## config.mk

```make
export PLATFORM = sky130hd
export DESIGN_NAME = id_stage
export DESIGN_NICKNAME = d
export VERILOG_FILES = /design/src/rtl/id_stage.sv
export SDC_FILE = /design/constraint.sdc
export NUM_CORES = 1
export LEC_CHECK = 0
export CAP_MARGIN = 5
export CORE_ASPECT_RATIO = 0.5
export CORE_UTILIZATION = 45
export CTS_CLUSTER_DIAMETER = 60
export CTS_CLUSTER_SIZE = 30
export DETAILED_ROUTE_END_ITERATION = 10
export PLACE_DENSITY = 0.83
export SYNTH_ARGS = -nofsm -noshare
export SYNTH_HDL_FRONTEND = slang
export SYNTH_SLANG_ARGS = --single-unit
```

## constraint.sdc

```tcl
create_clock -name clk -period 6.6 [get_ports clk]
set_input_delay 1.98 -clock clk [delete_from_list [all_inputs] [get_ports clk]]
set_output_delay 1.98 -clock clk [all_outputs]
set_load 0.03 [all_outputs]
```

## src/rtl/id_stage.sv

```systemverilog
// id_stage: instruction-decode stage of a five-stage LoongArch-subset pipeline.
// Holds one instruction, decodes it, reads operands from the register file,
// interlocks against pending writes in EX/MEM/WB and resolves branches.
module id_stage (
  input  logic        clk,
  input  logic        resetn,
  input  logic        IF_ID_valid,
  input  logic [31:0] IF_inst,
  input  logic [31:0] IF_pc,
  output logic        ID_allow_in,
  output logic        br_taken,
  output logic [31:0] br_target,
  input  logic        EX_allow_in,
  output logic        ID_EX_valid,
  output logic [4:0]  rf_raddr1,
  output logic [4:0]  rf_raddr2,
  input  logic [31:0] rf_rdata1,
  input  logic [31:0] rf_rdata2,
  input  logic [4:0]  EX_dest,
  input  logic [4:0]  MEM_dest,
  input  logic [4:0]  WB_dest,
  input  logic        EX_we,
  input  logic        MEM_we,
  input  logic        WB_we,
  output logic [31:0] ID_EX_pc,
  output logic [1:0]  ID_alu_op,
  output logic [31:0] ID_src1,
  output logic [31:0] ID_src2,
  output logic [31:0] ID_rkd_value,
  output logic        ID_rf_we,
  output logic [4:0]  ID_dest,
  output logic        ID_mem_we,
  output logic        ID_res_from_mem
);

  logic        id_valid_r;
  logic [31:0] id_inst_r;
  logic [31:0] id_pc_r;

  logic inst_add_s, inst_sub_s, inst_addi_s, inst_ld_s, inst_st_s, inst_lu12i_s;
  logic inst_jirl_s, inst_b_s, inst_bl_s, inst_beq_s, inst_bne_s;
  logic [4:0]  rd_s, rj_s, rk_s;
  logic [31:0] si12_ext_s, lu12i_imm_s, offs16_ext_s, offs26_ext_s;
  logic        writer_s, uses1_s, uses2_s, conflict_s, ready_go_s, cond_s;

  // A read address collides with a stage that will write the same register.
  function automatic logic dest_hit(input logic [4:0] addr, input logic [4:0] dest,
                                    input logic we);
    return we & (addr == dest);
  endfunction

  // Opcode match and field extraction from the held instruction.
  always_comb begin
    inst_add_s   = (id_inst_r[31:15] == 17'h00020);
    inst_sub_s   = (id_inst_r[31:15] == 17'h00022);
    inst_addi_s  = (id_inst_r[31:22] == 10'h00A);
    inst_ld_s    = (id_inst_r[31:22] == 10'h0A2);
    inst_st_s    = (id_inst_r[31:22] == 10'h0A6);
    inst_lu12i_s = (id_inst_r[31:25] == 7'b0001010);
    inst_jirl_s  = (id_inst_r[31:26] == 6'h13);
    inst_b_s     = (id_inst_r[31:26] == 6'h14);
    inst_bl_s    = (id_inst_r[31:26] == 6'h15);
    inst_beq_s   = (id_inst_r[31:26] == 6'h16);
    inst_bne_s   = (id_inst_r[31:26] == 6'h17);
    rd_s         = id_inst_r[4:0];
    rj_s         = id_inst_r[9:5];
    rk_s         = id_inst_r[14:10];
    si12_ext_s   = {{20{id_inst_r[21]}}, id_inst_r[21:10]};
    lu12i_imm_s  = {id_inst_r[24:5], 12'h000};
    offs16_ext_s = {{14{id_inst_r[25]}}, id_inst_r[25:10], 2'b00};
    offs26_ext_s = {{4{id_inst_r[9]}}, id_inst_r[9:0], id_inst_r[25:10], 2'b00};
    writer_s     = inst_add_s | inst_sub_s | inst_addi_s | inst_ld_s |
                   inst_lu12i_s | inst_bl_s | inst_jirl_s;
    uses1_s      = ~(inst_b_s | inst_bl_s | inst_lu12i_s);
    uses2_s      = inst_add_s | inst_sub_s | inst_st_s | inst_beq_s | inst_bne_s;
  end

  // Register-file read addresses: stores and compares read rd on port 2.
  always_comb begin
    rf_raddr1 = rj_s;
    if (inst_st_s | inst_beq_s | inst_bne_s) begin
      rf_raddr2 = rd_s;
    end else begin
      rf_raddr2 = rk_s;
    end
  end

  // Read-after-write interlock against EX, MEM and WB destinations.
  always_comb begin
    conflict_s = 1'b0;
    if (uses1_s && (rf_raddr1 != 5'd0) &&
        (dest_hit(rf_raddr1, EX_dest, EX_we) | dest_hit(rf_raddr1, MEM_dest, MEM_we) |
         dest_hit(rf_raddr1, WB_dest, WB_we))) begin
      conflict_s = 1'b1;
    end else if (uses2_s && (rf_raddr2 != 5'd0) &&
        (dest_hit(rf_raddr2, EX_dest, EX_we) | dest_hit(rf_raddr2, MEM_dest, MEM_we) |
         dest_hit(rf_raddr2, WB_dest, WB_we))) begin
      conflict_s = 1'b1;
    end else begin
      conflict_s = 1'b0;
    end
    ready_go_s = ~conflict_s;
  end

  // Operand selection, ALU op and destination for the EX bundle.
  always_comb begin
    if (inst_bl_s | inst_jirl_s) begin
      ID_src1 = id_pc_r;
    end else begin
      ID_src1 = rf_rdata1;
    end
    if (inst_addi_s | inst_ld_s | inst_st_s) begin
      ID_src2 = si12_ext_s;
    end else if (inst_lu12i_s) begin
      ID_src2 = lu12i_imm_s;
    end else if (inst_bl_s | inst_jirl_s) begin
      ID_src2 = 32'd4;
    end else begin
      ID_src2 = rf_rdata2;
    end
    if (inst_sub_s) begin
      ID_alu_op = 2'b01;
    end else if (inst_lu12i_s) begin
      ID_alu_op = 2'b10;
    end else begin
      ID_alu_op = 2'b00;
    end
    if (inst_bl_s) begin
      ID_dest = 5'd1;
    end else begin
      ID_dest = rd_s;
    end
  end

  // Branch condition and target address (wraps modulo 2^32).
  always_comb begin
    if (inst_beq_s) begin
      cond_s = (rf_rdata1 == rf_rdata2);
    end else if (inst_bne_s) begin
      cond_s = (rf_rdata1 != rf_rdata2);
    end else begin
      cond_s = inst_b_s | inst_bl_s | inst_jirl_s;
    end
    if (inst_jirl_s) begin
      br_target = rf_rdata1 + offs16_ext_s;
    end else if (inst_b_s | inst_bl_s) begin
      br_target = id_pc_r + offs26_ext_s;
    end else begin
      br_target = id_pc_r + offs16_ext_s;
    end
  end

  assign ID_allow_in     = ~id_valid_r | (ready_go_s & EX_allow_in);
  assign ID_EX_valid     = id_valid_r & ready_go_s;
  assign br_taken        = id_valid_r & ready_go_s & EX_allow_in & cond_s;
  assign ID_EX_pc        = id_pc_r;
  assign ID_rkd_value    = rf_rdata2;
  assign ID_rf_we        = writer_s & (ID_dest != 5'd0) & id_valid_r;
  assign ID_mem_we       = inst_st_s & id_valid_r;
  assign ID_res_from_mem = inst_ld_s;

  // Pipeline register: accept from IF when allowed, dropping wrong-path fetches.
  always_ff @(posedge clk or negedge resetn) begin
    if (!resetn) begin
      id_valid_r <= 1'b0;
      id_inst_r  <= 32'h0000_0000;
      id_pc_r    <= 32'h0000_0000;
    end else if (ID_allow_in) begin
      id_valid_r <= IF_ID_valid & ~br_taken;
      id_inst_r  <= IF_inst;
      id_pc_r    <= IF_pc;
    end else begin
      id_valid_r <= id_valid_r;
      id_inst_r  <= id_inst_r;
      id_pc_r    <= id_pc_r;
    end
  end

endmodule
```

==> results by group <==
Min path
  – Hold Path Origin: ID_EX_pc[27]
  – Cells on Worst Hold Path: 1
  – Worst Hold Class: reg2reg

Global route
  – Vias in the first global route: 9061
  – First-pass GRT wire length: 53940 µm
  – Largest net degree at the start of global routing: 66
  – GRT overflow: 0
  – Total GRT Usage: 37.24%
  – Antenna violations before repair: 3

Timing
  – Tcrit/Tclk final: 98.67%
  – Fin. Hold Viols: 0
  – Final Worst Setup Slack: 0.08752 ns
  – Setup Viol. Count Final: 0
  – Worst Tran Pin Value: 0.9391 ns
  – Post-Route Skew: 0.008081 ns
  – Hold WS: 0.5704 ns
  – Relative slew margins: 37.40%
  – Final Critical Period: 6.512 ns
  – Fin Setup TNS: 0 ns
  – Number of slew-limit violations in the final report: 0
  – Fmax: 153.6 MHz

Clock network
  – Worst-skew pair later-pin latency: 0.35 ns
  – CTS tree: built
  – CTS sink count: 65
  – Clk buf depth: 2
  – Hold_buf cts: 0
  – Root Buffer: clkbuf_16
  – Clk slew on worst S/H paths: 0.06 ns
  – H-Tree Depth: 3
  – CTS Buf Count: 9

Floorplanning
  – Starting Density: 46.91%
  – DIE WIDTH: 194.3 µm
  – Die area: 0.01907 mm²
  – Io pins: 333
  – Die Y: 98.16 µm
  – Core area: 0.01774 mm²
  – Cell Rows: 34

Synthesis
  – Xor/xnor share of the synthesized area: 10.74%
  – Cell count after synthesis: 935
  – Sequential area share after synthesis: 19.55%
  – Synthesized Nets: 1145
  – Unique masters post-synth: 74
  – Simple-gate share of the synthesized area: 15.50%
  – Combinational family with the most area after synthesis: compound AO/OA/AOI/OAI gates
  – Mapped cell area: 0.008322 mm²
  – Most common flop cell mapped by yosys: dfrtp_1
  – Post-synth EDFFs: 0
  – Cell taking the most area after synthesis: dfrtp_1
  – Async SR Flop Fraction: 100.0%
  – Yosys warns: 0
  – Mapped Avg Cell Area: 8.900 µm²
  – Synth Register Bits: 65
  – Synthesized-area fraction occupied by adder cells: 9.202%
  – Post-synth top area share: 19.55%
  – Largest cells by area after synthesis: dfrtp_1 (20%), mux2_4 (8.8%), ha_1 (8.7%), xor2_1 (8.0%), mux2_2 (4.2%)
  – Multiplexer share of the synthesized area: 15.43%
  – Compound-Gate Fraction of Synth Area: 22.01%

Finish
  – Layout Area Growth over Synthesis: 57.74%
  – Fin cells: 1557
  – Most common cell after layout, fill and taps aside: clkdlybuf4s50_1
  – Final core utilization: 73.99%
  – Commonest cells after routing, fill and taps aside: clkdlybuf4s50_1 (253), buf_4 (166), xor2_1 (76)
  – Filler cells: 1353
  – Multi-input logic area: 0.006529 mm²
  – Seq. cell area: 0.001627 mm²
  – # nets final: 1527
  – Share of layout cells above drive strength 1: 27.08%

Routing
  – DRC Markers: 0
  – Via count: 9426
  – WL/cell: 23.83 µm
  – DRT iter0 DRCs: 836
  – Detailed Routing Iterations Pass 1: 5
  – Final wirelength: 37100 µm
  – Vias per cell: 6.054
  – Routed Antenna Nets: 0

Pwr
  – Peak supply drop: 169.6 µV
  – Switching share of power: 45.32%
  – Int Power: 1685 µW
  – Sw power: 1397 µW
  – PD cells: 234.7 mW/mm²
  – Gate power share: 65.2%
  – P_leak: 0.005782 µW
  – Clk pwr share: 17.5%
  – Reg power frac: 17.3%

Placed design
  – DP HPWL: 28690 µm
  – # port buffers: 332
  – RePlAce Congestion: 1.030
  – Cells after DPL: 1529
  – Post-place setup slack: -0.5014 ns

Status
  – Status: complete, no violations

Critical path
  – Crit end category: output pin
  – CP peak stage delay: 0.53 ns
  – Most Frequent Cell on Critical Path: o31ai_4
  – Element type at the critical path start: primary input
  – Slowest cell on the critical path: clkdlybuf4s50_1
  – R2R cell count: 11
  – Critical-path cell list: clkdlybuf4s50_1 -> ha_4 -> o21a_1 -> o31a_1 -> o31ai_4 -> a21oi_2 -> nor2_2 -> o31ai_4 -> buf_4 -> a21o_1 -> a211o_1 -> a31o_2 -> buf_6
  – Data required time at the worst endpoint: 4.62 ns
  – Crit Reg-Reg Startpoint: id_inst_r[22]
  – WS Path Type: in2out
  – WP data arrival: 4.53 ns
  – Critical-path maximum fanout: 2
  – Crit. Startpoint: rf_rdata1[6]

Run
  – Max-capacitance violation count: 0
-- logic make-up (layout without fill, tap and decap cells) --
group,Yosys count,count (layout)
adder cells (fa/ha/maj),60,60
buffers and inverters,102,489
multiplexers,98,98
AND/OR/NAND/NOR,250,250
AO/OA/AOI/OAI,258,258
other,0,1
flip-flops,65,65
XOR/XNOR,102,102
-- power groups by stage --
stage          combinational (µW)  clock (µW)  sequential, µW
5_1_grt                      2110         558             536
6_report                     2010         540             533
3_5_place_dp                 1880           0             530
3_3_place_gp                 1860           0             528
2_1_floorplan                1060           0             537
4_1_cts                      1920         545             526
-- synth_stat cells, types with 26 or more instances --
master / n
dfrtp_1: 65
mux2_2: 31
o21ai_0: 44
nor2_1: 54
a21oi_1: 56
nand3_1: 31
xor2_1: 76
buf_4: 39
a21o_1: 27
clkbuf_1: 37
nand2_1: 65
mux2_4: 49
xnor2_1: 26
ha_1: 58
-- metal layers --
layer	share of wire [%]	up-vias	global-route usage (%)
met2	45	477	57.83
met5	0.032	-	0
met3	9.5	62	10.74
met1	44	4676	50.95
li1	-	4209	-
met4	1.7	2	8.608
-- registers in the layout, indices dropped and copies added, names as in the netlist --
register / cells
id_valid_r: 1
id_inst_r: 32
ID_EX_pc: 32
-- critical path, delay by kind of cell --
kind,cells,cell delay (ns)
AOI/OAI and AO/OA,8,1.33
and+or+nand+nor,1,0.18
buffers and inverters,3,0.83
adders and majority gates,1,0.22
-- stage by stage --
stage | total power, µW | area [µm²]
after floorplan | 1600 | 8322
after global placement | 2386 | 12240
after detailed placement | 2408 | 12240
after CTS | 2989 | 12790
after global routing | 3203 | 13120
final | 3081 | 13130
-- layout make-up --
class / instances / share of cell area, %
diodes: 1 / 0.01906
flip-flops and latches: 65 / 12.39
inverters: 18 / 0.5147
multi-input cells: 768 / 49.74
repair buffers: 455 / 32.68
clock inverters: 7 / 0.7149
well taps: 234 / 2.230
clock buffers: 9 / 1.716
-- timing repair --
action	4_1_cts	5_1_grt
endpoints found under the setup margin	20	18
buffers inserted	5	7
resized for setup	45	69
pin swaps	18	33
-- final timing paths --
path | to | slack, ns
worst max-delay path | br_target[28] | 0.09
worst min-delay path | ID_EX_pc[27] | 0.57
worst max register to register | ID_EX_pc[29] | 1.74
worst min register to register | ID_EX_pc[27] | 0.57
max in group asynchronous | id_valid_r | 4.21
min in group asynchronous | id_inst_r[15] | 1.77
(Power assumes the default switching activity.)
